File: src/rtl/fi_inject_ctrl.sv
// ---------------------------------------------------------------------------
// fi_inject_ctrl -- fault-injection run controller
//
// Runs one fault-injection experiment per command:
//   IDLE -> RESTORE -> INJECT -> RUN (N cycles) -> REPORT -> IDLE
// An illegal command skips straight from IDLE to REPORT with res_err set.
//
// Ports
//   clk, rst            clock, asynchronous active-high reset
//   cmd_valid/ready     command handshake (ready only in IDLE)
//   cmd_sel/mask/mode   target channel, fault bit mask, 0 flip/1 sa0/2 sa1
//   cmd_cycles          observation window N (0 is run as 1)
//   sig_in, golden_in   live and golden register values, channel i at
//                       [i*DATA_W +: DATA_W]
//   restore_en          DUT reloads golden state on this edge
//   ovr_en, ovr_val     per-channel override enable and override value
//   res_valid/ready     result handshake
//   res_diff            sig^golden of the target at the last observed cycle
//   res_any             any mismatch on any channel during the window
//   res_first           1-based RUN index of first mismatch, all-ones if none
//   res_masked          flip-mode run ended early because the fault vanished
//   res_err             illegal command (sel out of range or mode 3)
// ---------------------------------------------------------------------------

// Per-channel comparator: one instance per monitored register.
module fi_lane #(
    parameter int DATA_W = 64
) (
    input  logic [DATA_W-1:0] sig,
    input  logic [DATA_W-1:0] golden,
    output logic [DATA_W-1:0] diff,
    output logic              nz
);
    assign diff = sig ^ golden;
    assign nz   = |diff;
endmodule

module fi_inject_ctrl #(
    parameter int NUM_SIG    = 4,
    parameter int DATA_W     = 64,
    parameter int CNT_W      = 32,
    parameter int EARLY_EXIT = 1,
    localparam int SEL_W     = (NUM_SIG > 1) ? $clog2(NUM_SIG) : 1
) (
    input  logic                      clk,
    input  logic                      rst,
    input  logic                      cmd_valid,
    output logic                      cmd_ready,
    input  logic [SEL_W-1:0]          cmd_sel,
    input  logic [DATA_W-1:0]         cmd_mask,
    input  logic [1:0]                cmd_mode,
    input  logic [CNT_W-1:0]          cmd_cycles,
    input  logic [NUM_SIG*DATA_W-1:0] sig_in,
    input  logic [NUM_SIG*DATA_W-1:0] golden_in,
    output logic                      restore_en,
    output logic [NUM_SIG-1:0]        ovr_en,
    output logic [DATA_W-1:0]         ovr_val,
    output logic                      res_valid,
    input  logic                      res_ready,
    output logic [DATA_W-1:0]         res_diff,
    output logic                      res_any,
    output logic [CNT_W-1:0]          res_first,
    output logic                      res_masked,
    output logic                      res_err
);

    typedef enum logic [2:0] {
        S_IDLE, S_RESTORE, S_INJECT, S_RUN, S_REPORT
    } state_t;

    localparam logic [1:0] M_FLIP = 2'd0;
    localparam logic [1:0] M_SA0  = 2'd1;
    localparam logic [1:0] M_SA1  = 2'd2;
    localparam logic [1:0] M_BAD  = 2'd3;

    // One extra bit so NUM_SIG itself is representable for the range check.
    localparam logic [SEL_W:0] SEL_LIM = (SEL_W + 1)'(NUM_SIG);

    typedef struct packed {
        logic [SEL_W-1:0]  sel;
        logic [DATA_W-1:0] mask;
        logic [1:0]        mode;
        logic [CNT_W-1:0]  n;
    } cmd_t;

    state_t                         state, state_nx;
    cmd_t                           cmd_q;
    logic [CNT_W-1:0]               k_q;

    logic [NUM_SIG-1:0][DATA_W-1:0] lane_diff;
    logic [NUM_SIG-1:0]             lane_nz;
    logic [DATA_W-1:0]              tgt_sig;
    logic [DATA_W-1:0]              tgt_diff;

    logic                           hs;
    logic                           cmd_bad;
    logic                           any_nz;
    logic                           last_k;
    logic                           early_exit;
    logic                           ovr_act;

    // ---------------------------------------------------------------
    // Per-channel comparators
    // ---------------------------------------------------------------
    for (genvar i = 0; i < NUM_SIG; i++) begin : g_lane
        fi_lane #(.DATA_W(DATA_W)) u_lane (
            .sig    (sig_in[i*DATA_W +: DATA_W]),
            .golden (golden_in[i*DATA_W +: DATA_W]),
            .diff   (lane_diff[i]),
            .nz     (lane_nz[i])
        );
    end

    // Target-channel select; loop compare keeps non-power-of-two
    // NUM_SIG free of out-of-range indexing.
    always_comb begin
        tgt_sig  = '0;
        tgt_diff = '0;
        for (int i = 0; i < NUM_SIG; i++) begin
            if (cmd_q.sel == SEL_W'(i)) begin
                tgt_sig  = sig_in[i*DATA_W +: DATA_W];
                tgt_diff = lane_diff[i];
            end
        end
    end

    assign hs      = cmd_valid && cmd_ready;
    assign cmd_bad = ({1'b0, cmd_sel} >= SEL_LIM) || (cmd_mode == M_BAD);
    assign any_nz  = |lane_nz;
    assign last_k  = (k_q == cmd_q.n);

    // Fault is considered masked when a flip run has already seen a
    // mismatch and every channel now agrees with golden again. k>=2
    // guarantees at least one earlier observed cycle.
    assign early_exit = (EARLY_EXIT != 0) && (state == S_RUN) &&
                        (cmd_q.mode == M_FLIP) && (k_q >= CNT_W'(2)) &&
                        res_any && !any_nz;

    // ---------------------------------------------------------------
    // FSM: state register
    // ---------------------------------------------------------------
    always_ff @(posedge clk or posedge rst) begin
        if (rst) state <= S_IDLE;
        else     state <= state_nx;
    end

    // ---------------------------------------------------------------
    // FSM: next state and outputs
    // ---------------------------------------------------------------
    always_comb begin
        state_nx   = state;
        cmd_ready  = 1'b0;
        restore_en = 1'b0;
        res_valid  = 1'b0;
        ovr_act    = 1'b0;
        ovr_en     = '0;
        ovr_val    = '0;

        case (state)
            S_IDLE: begin
                cmd_ready = !rst;
                if (hs) state_nx = cmd_bad ? S_REPORT : S_RESTORE;
            end
            S_RESTORE: begin
                restore_en = 1'b1;
                state_nx   = S_INJECT;
            end
            S_INJECT: begin
                ovr_act  = 1'b1;
                state_nx = S_RUN;
            end
            S_RUN: begin
                // Stuck faults must be re-forced every cycle; a flip is a
                // one-shot upset and is left alone after INJECT.
                ovr_act = (cmd_q.mode != M_FLIP);
                if (early_exit || last_k) state_nx = S_REPORT;
            end
            S_REPORT: begin
                res_valid = 1'b1;
                if (res_ready) state_nx = S_IDLE;
            end
            default: state_nx = S_IDLE;
        endcase

        // Gate with rst so the override releases the instant reset rises.
        if (ovr_act && !rst) begin
            for (int i = 0; i < NUM_SIG; i++)
                ovr_en[i] = (cmd_q.sel == SEL_W'(i));
            case (cmd_q.mode)
                M_SA0:   ovr_val = tgt_sig & ~cmd_q.mask;
                M_SA1:   ovr_val = tgt_sig |  cmd_q.mask;
                default: ovr_val = tgt_sig ^  cmd_q.mask;
            endcase
        end
    end

    // ---------------------------------------------------------------
    // Command latch, window counter and result record
    // ---------------------------------------------------------------
    always_ff @(posedge clk or posedge rst) begin
        if (rst) begin
            cmd_q      <= '0;
            k_q        <= '0;
            res_diff   <= '0;
            res_any    <= 1'b0;
            res_first  <= '1;
            res_masked <= 1'b0;
            res_err    <= 1'b0;
        end else begin
            case (state)
                S_IDLE: begin
                    if (hs) begin
                        cmd_q.sel  <= cmd_sel;
                        cmd_q.mask <= cmd_mask;
                        cmd_q.mode <= cmd_mode;
                        cmd_q.n    <= (cmd_cycles == '0) ? CNT_W'(1) : cmd_cycles;
                        // Clearing here covers both the RESTORE entry and
                        // the direct-to-REPORT illegal path.
                        res_diff   <= '0;
                        res_any    <= 1'b0;
                        res_first  <= '1;
                        res_masked <= 1'b0;
                        res_err    <= cmd_bad;
                    end
                end
                S_INJECT: k_q <= CNT_W'(1);
                S_RUN: begin
                    if (any_nz && !res_any) begin
                        res_any   <= 1'b1;
                        res_first <= k_q;
                    end
                    if (early_exit) begin
                        res_masked <= 1'b1;
                        res_diff   <= '0;
                    end else begin
                        res_diff <= tgt_diff;
                    end
                    // Stop at N so a full-range window never wraps.
                    if (!last_k) k_q <= k_q + CNT_W'(1);
                end
                default: ;
            endcase
        end
    end

endmodule
File: config.mk
export PLATFORM = sky130hd
export DESIGN_NAME = fi_inject_ctrl
export DESIGN_NICKNAME = d
export VERILOG_FILES = /design/src/rtl/fi_inject_ctrl.sv
export SDC_FILE = /design/constraint.sdc
export NUM_CORES = 1
export LEC_CHECK = 0
export CORE_AREA = 5 5 301 303
export CTS_BUF_LIST = sky130_fd_sc_hd__clkbuf_4 sky130_fd_sc_hd__clkbuf_8
export DETAILED_ROUTE_END_ITERATION = 6
export DIE_AREA = 0 0 306 308
export PLACE_DENSITY = 0.55
export SYNTH_ARGS = -nofsm -noshare
export SYNTH_HDL_FRONTEND = slang
export SYNTH_SLANG_ARGS = --single-unit
File: constraint.sdc
create_clock -name clk -period 26.2 [get_ports clk]
set_input_delay 6.55 -clock clk [delete_from_list [all_inputs] [get_ports clk]]
set_output_delay 6.55 -clock clk [all_outputs]
set_load 0.005 [all_outputs]
Yosys cells after proc, flatten, opt, wreduce, memory -nomap -nowiden

Index checks and enable logic that the tools add are counted.

Multiplexer cells: 34
Eq/ne operators: 17
$add $sub $neg: 1
Reduce and logical (&&, ||, !) cells: 25
$lt $le $gt $ge: 1
Bitwise operators: 8

Operators with widths:

| operator              | number |
|---|---|
| $mux 64               | 11 |
| $xor 64x64->64        | 5 |
| $pmux 64 s2           | 2 |
| $reduce_or 256->1     | 1 |
| $mux 32               | 4 |
| $pmux 32 s2           | 2 |
| $and 64x64->64        | 1 |
| $not 64->64           | 1 |
| $or 64x64->64         | 1 |
| $add 32x1->32 const B | 1 |
| $eq 32x32->1          | 1 |
| $ge 32x2->1 const B   | 1 |
| $logic_not 32->1      | 1 |
| $pmux 3 s5            | 1 |
| $mux 3                | 4 |
| $reduce_and 3->1      | 3 |
| $eq 2x2->1 const B    | 4 |
| $ne 2x2->1 const B    | 4 |
| $logic_and 1x1->1     | 7 |
| $eq 3x2->1 const B    | 2 |
| $mux 1                | 6 |
| $pmux 1 s2            | 3 |
| $reduce_and 2->1      | 3 |
| $reduce_bool 2->1     | 3 |
| 9 further kinds       | 14 |

Output and inout port bits: 170
Input port bits: 616
Register bits after elaboration: 234
Word-level logic and storage cells: 97

Longest topological paths before layout

Word-level depth: 8
Gate-level depth with buffers: 9
Mapped depth without buffers: 8

Hierarchy

From an unflattened synthesis, not the netlist that was laid out.

Cells, all modules: 1,929
Area total of the unflattened synthesis: 19,084.6 um^2

Modules (own cells, without submodules):

| module         | area an instance (um^2) | cells an instance | instances |
|---|---|---|---|
| fi_inject_ctrl | 16,286.9                | 1,589             | 1 |
| fi_lane        | 699.4                   | 85                | 4 |

Least setup slack after synthesis

No wires, ideal clock.

Path type: input to output
Start: input port sig_in[206]
End: output port ovr_val[14]
Slack: 12,160 ps
Stages on the path: 6
Data arrival time: 7,490 ps
Buffers on the path: 0
Path through: mux4_2 -> inv_1 -> ha_1 -> inv_1 -> a22oi_1 -> a211oi_1

Cells in the longest elaborated chain, start to end: 4
Elaborated cells between the ends (all ways): 6
Classes of those cells: 3 x mux; 3 x bitwise

Ends and longest elaborated chain:

| element                                | line | RTL |
|---|---|---|
| start, declared                        | 53   | `input logic [NUM_SIG*DATA_W-1:0] sig_in,` |
| $mux 64 *                              | 120  | `if (cmd_q.sel == SEL_W'(i)) begin` |
| $xor 64x64->64 (tied with other cells) | 192  | `default: ovr_val = tgt_sig ^ cmd_q.mask;` |
| $pmux 64 s2 *                          | 189  | `case (cmd_q.mode)` |
| $mux 64 *                              | 186  | `if (ovr_act && !rst) begin` |
| end, declared                          | 57   | `output logic [DATA_W-1:0] ovr_val,` |

Mark *: on every way between the ends. The rest lies on a longest branch, timed or not.

Worst setup path after layout

Start: input port rst
End: output port ovr_val[50]

Cells in the longest elaborated chain, start to end: 3

Ends and longest elaborated chain:

| element                   | line | RTL |
|---|---|---|
| start, declared           | 46   | `input logic rst,` |
| $logic_not 1->1 (no line) | n/a  |  |
| $logic_and 1x1->1         | 186  |  |
| $mux 64                   | 186  |  |

Every way passes these cells.

==> impl_metrics.py <==
metrics = {
    "final_layout": {
        "fin_nets": 3419,
        "drive_gt1_frac": 0.143,
        "stdcell_area_mm2": 0.0300,
        "fillCellCount": 9028,
        "syn2layout_area_growth_pct": 52.2,
    },
    "timing": {
        "min_period_over_period": 0.614,
        "tns_ps": 0,
        "hold-worst-slack_ps": 498,
        "finalHoldViolations": 0,
        "fin_skew_ps": 38.7,
        "rsz0062_at_grt": "false",
        "fin_crit_ps": 16080,
        "setup_viol": 0,
        "worst_pin_slew_ps": 1270,
        "fmax_mhz": 62.2,
        "slew_violations": 0,
        "slew_headroom": 0.147,
    },
    "outcome": {
        "outcome": "completed",
    },
    "floorplan": {
        "num_rows": 109,
        "fp.dieH_um": 308,
        "io_pins": 786,
        "core_area_mm2": 0.0877,
        "design.die.area_mm2": 0.0942,
        "initial_core_util": 0.225,
        "die_x_um": 306,
    },
    "pwr": {
        "ir_worst_vdd_mv": 0.0756,
        "leakage_uw": 0.0115,
        "power_density_mw_per_mm2": 97.4,
    },
    "clock_network": {
        "clk_latency_ps": 650,
        "clkSinkCount": 234,
        "cts_made_buffers": 51,
        "cts_tree": "yes",
        "cts_buffer_depth": 3,
        "root_buffer": "clkbuf_8",
        "hold_buffers": 0,
        "clkTransAtPathRegs_ps": 60,
        "h-tree-depth": 2,
        "cts_resized": 0,
        "cts_setup_buffers": 0,
    },
    "worst_setup_path": {
        "arrival_ps": 9530,
        "worstPathRequired_ps": 19650,
        "crit_path_end_kind": "primary output",
        "worstSetupPathType": "in2out",
        "critical_path_peak_fanout": 67,
        "startpoint_type": "primary input",
    },
    "global_route": {
        "grt.overflow.total": 0,
        "grt_max_degree": 117,
        "grt_pass1_wl_mm": 178,
        "grt_usage": 0.274,
        "grt_pass1_vias": 19800,
        "grt_antenna_before_repair": 114,
    },
    "logic_synthesis": {
        "synthCells": 1958,
        "synth-edff-count": 0,
        "async_reset_ff_frac": 1.00,
        "avgSynthCellArea_um2": 10.1,
        "ys_seq_area_frac": 0.299,
        "syn_area_mm2": 0.0197,
        "yosysTopAreaCell": "dfrtp_1",
        "synthFlopType": "dfrtp_1",
        "synth_seq_cells": 234,
        "synth_cell_types": 46,
        "synth_top_area_frac": 0.257,
        "syn_nets": 2707,
        "yosys_warnings": 0,
        "synth_area_leaders": "dfrtp_1, mux4_2, xnor2_1, ha_1, mux2_2",
    },
    "route": {
        "via_count": 20000,
        "drcViolationCount": 0,
        "drtIter0Drc": 1677,
        "drt-pass1-iter-count": 5,
        "postRouteWirelength_mm": 136,
        "vias_per_cell": 5.08,
        "wire_per_inst_um": 34.5,
        "antenna_left": 0,
    },
    "flow_run": {
        "cap_violations": 0,
    },
    "place": {
        "place_hpwl_mm": 115,
        "port_buffers": 785,
        "place_area_mm2": 0.0287,
        "gp_congestion": 0.983,
    },
    "hold_path": {
        "hold_path.class": "reg2reg",
    },
}
## synth_stat cells (12+ instances only)
master and count:
xnor2_1 289, a22oi_1 64, mux2_2 99, o21ai_0 77
nand2_1 31, or3_1 12, nand4_1 85, nand3_1 76
buf_2 15, dfrtp_1 202, inv_1 201, a211oi_1 95
nor2_1 149, ha_1 133, dfstp_2 32, nor4_1 65
mux4_2 128, buf_1 17, clkbuf_1 104
## registers in the layout, indices dropped and copies added, names as in the netlist
name,count
cmd_q,100
res_diff,64
k_q,32
res_first,32
state,3
res_any,1
res_err,1
res_masked,1
## critical path: stages
cell,delay (ps)
clkdlybuf4s50_1,540
nor2_1,270
nand2_4,440
a211oi_1,910
clkdlybuf4s50_1,650
## power by group
group | switching (uW) | total, uW | internal [uW] | leakage (uW)
registers | 140 | 674 | 533 | 0.00287
logic | 959 | 1760 | 805 | 0.00799
clock network | 200 | 483 | 282 | 0.000613
## per-layer routing
layer | up-vias | global-route usage | part of all wire | wire length (um)
met5 | - | 0 | 0.0035 | 480
met4 | 70 | 0.0873 | 0.034 | 4590
met3 | 262 | 0.126 | 0.12 | 16100
met2 | 1083 | 0.440 | 0.46 | 62000
met1 | 9996 | 0.330 | 0.39 | 52400
li1 | 8550 | - | - | -
## worst paths after layout
path | slack, ps | depth (start not counted) | endpoint | start
hold reg to reg | 500 | 2 | res_diff[47] | res_diff[47]
max in group asynchronous | 18100 | 3 | res_diff[53] | rst
hold / removal | 500 | 2 | res_diff[47] | res_diff[47]
min in group asynchronous | 6530 | 2 | k_q[25] | rst
setup reg to reg | 22550 | 6 | k_q[31] | state[1]
setup / recovery | 10120 | 5 | ovr_val[50] | rst
## per-stage QoR
stage          std cells  setup slack (ps)   util  total power (uW)
3_5_place_dp        3782             10150  0.327              2440
2_1_floorplan       1958             12160      -              1610
5_1_grt             3898             10100  0.341              3100
6_report            3931             10120  0.342              2920
4_1_cts             3873             10140  0.340              2940
3_3_place_gp        3782             10200  0.327              2420
## cell type report
cell class	instances	area [um^2]	share of cell area
diodes	58	145	0.00484
clock buffers	81	1010	0.0337
clock inverters	10	161	0.00539
inverters	201	762	0.0254
multi-input cells	1378	12500	0.418
flip-flops and latches	234	5900	0.197
well taps	1165	1460	0.0486
repair buffers	804	8010	0.267
## cells by family (layout without fill, tap and decap cells)
kind of cell,Yosys count,in the layout,synth area share
and+or+nand+nor,450,450,0.119
buffers and inverters,346,1096,0.0683
xor gates and xnor gates,300,300,0.133
AOI/OAI and AO/OA,263,263,0.0895
DFF,234,234,0.299
muxes,232,232,0.206
adders and majority gates,133,133,0.0845
other,0,58,0
## cells in the final DEF, fill, tap and decap left out, types with 4 or more instances in the layout
cell type        count
clkdlybuf4s50_1    785
xnor2_1            289
inv_1              200
dfrtp_1            200
nor2_1             149
ha_1               130
mux4_2             128
mux2_2              99
a211oi_1            95
nand4_1             85
o21ai_0             77
nand3_1             76
nor4_1              65
a22oi_1             64
clkbuf_8            64
diode_2             58
dfstp_2             32
nand2_1             28
buf_4               18
clkbuf_4            17
or3_1               12
a21oi_1             11
xor2_1              11
nor3_1               5
mux2i_1              5
and3_1               5
o211ai_1             4
o31ai_1              4
nor3b_1              4
bufinv_16            4
No activity file was read; power rests on OpenSTA's default activity.
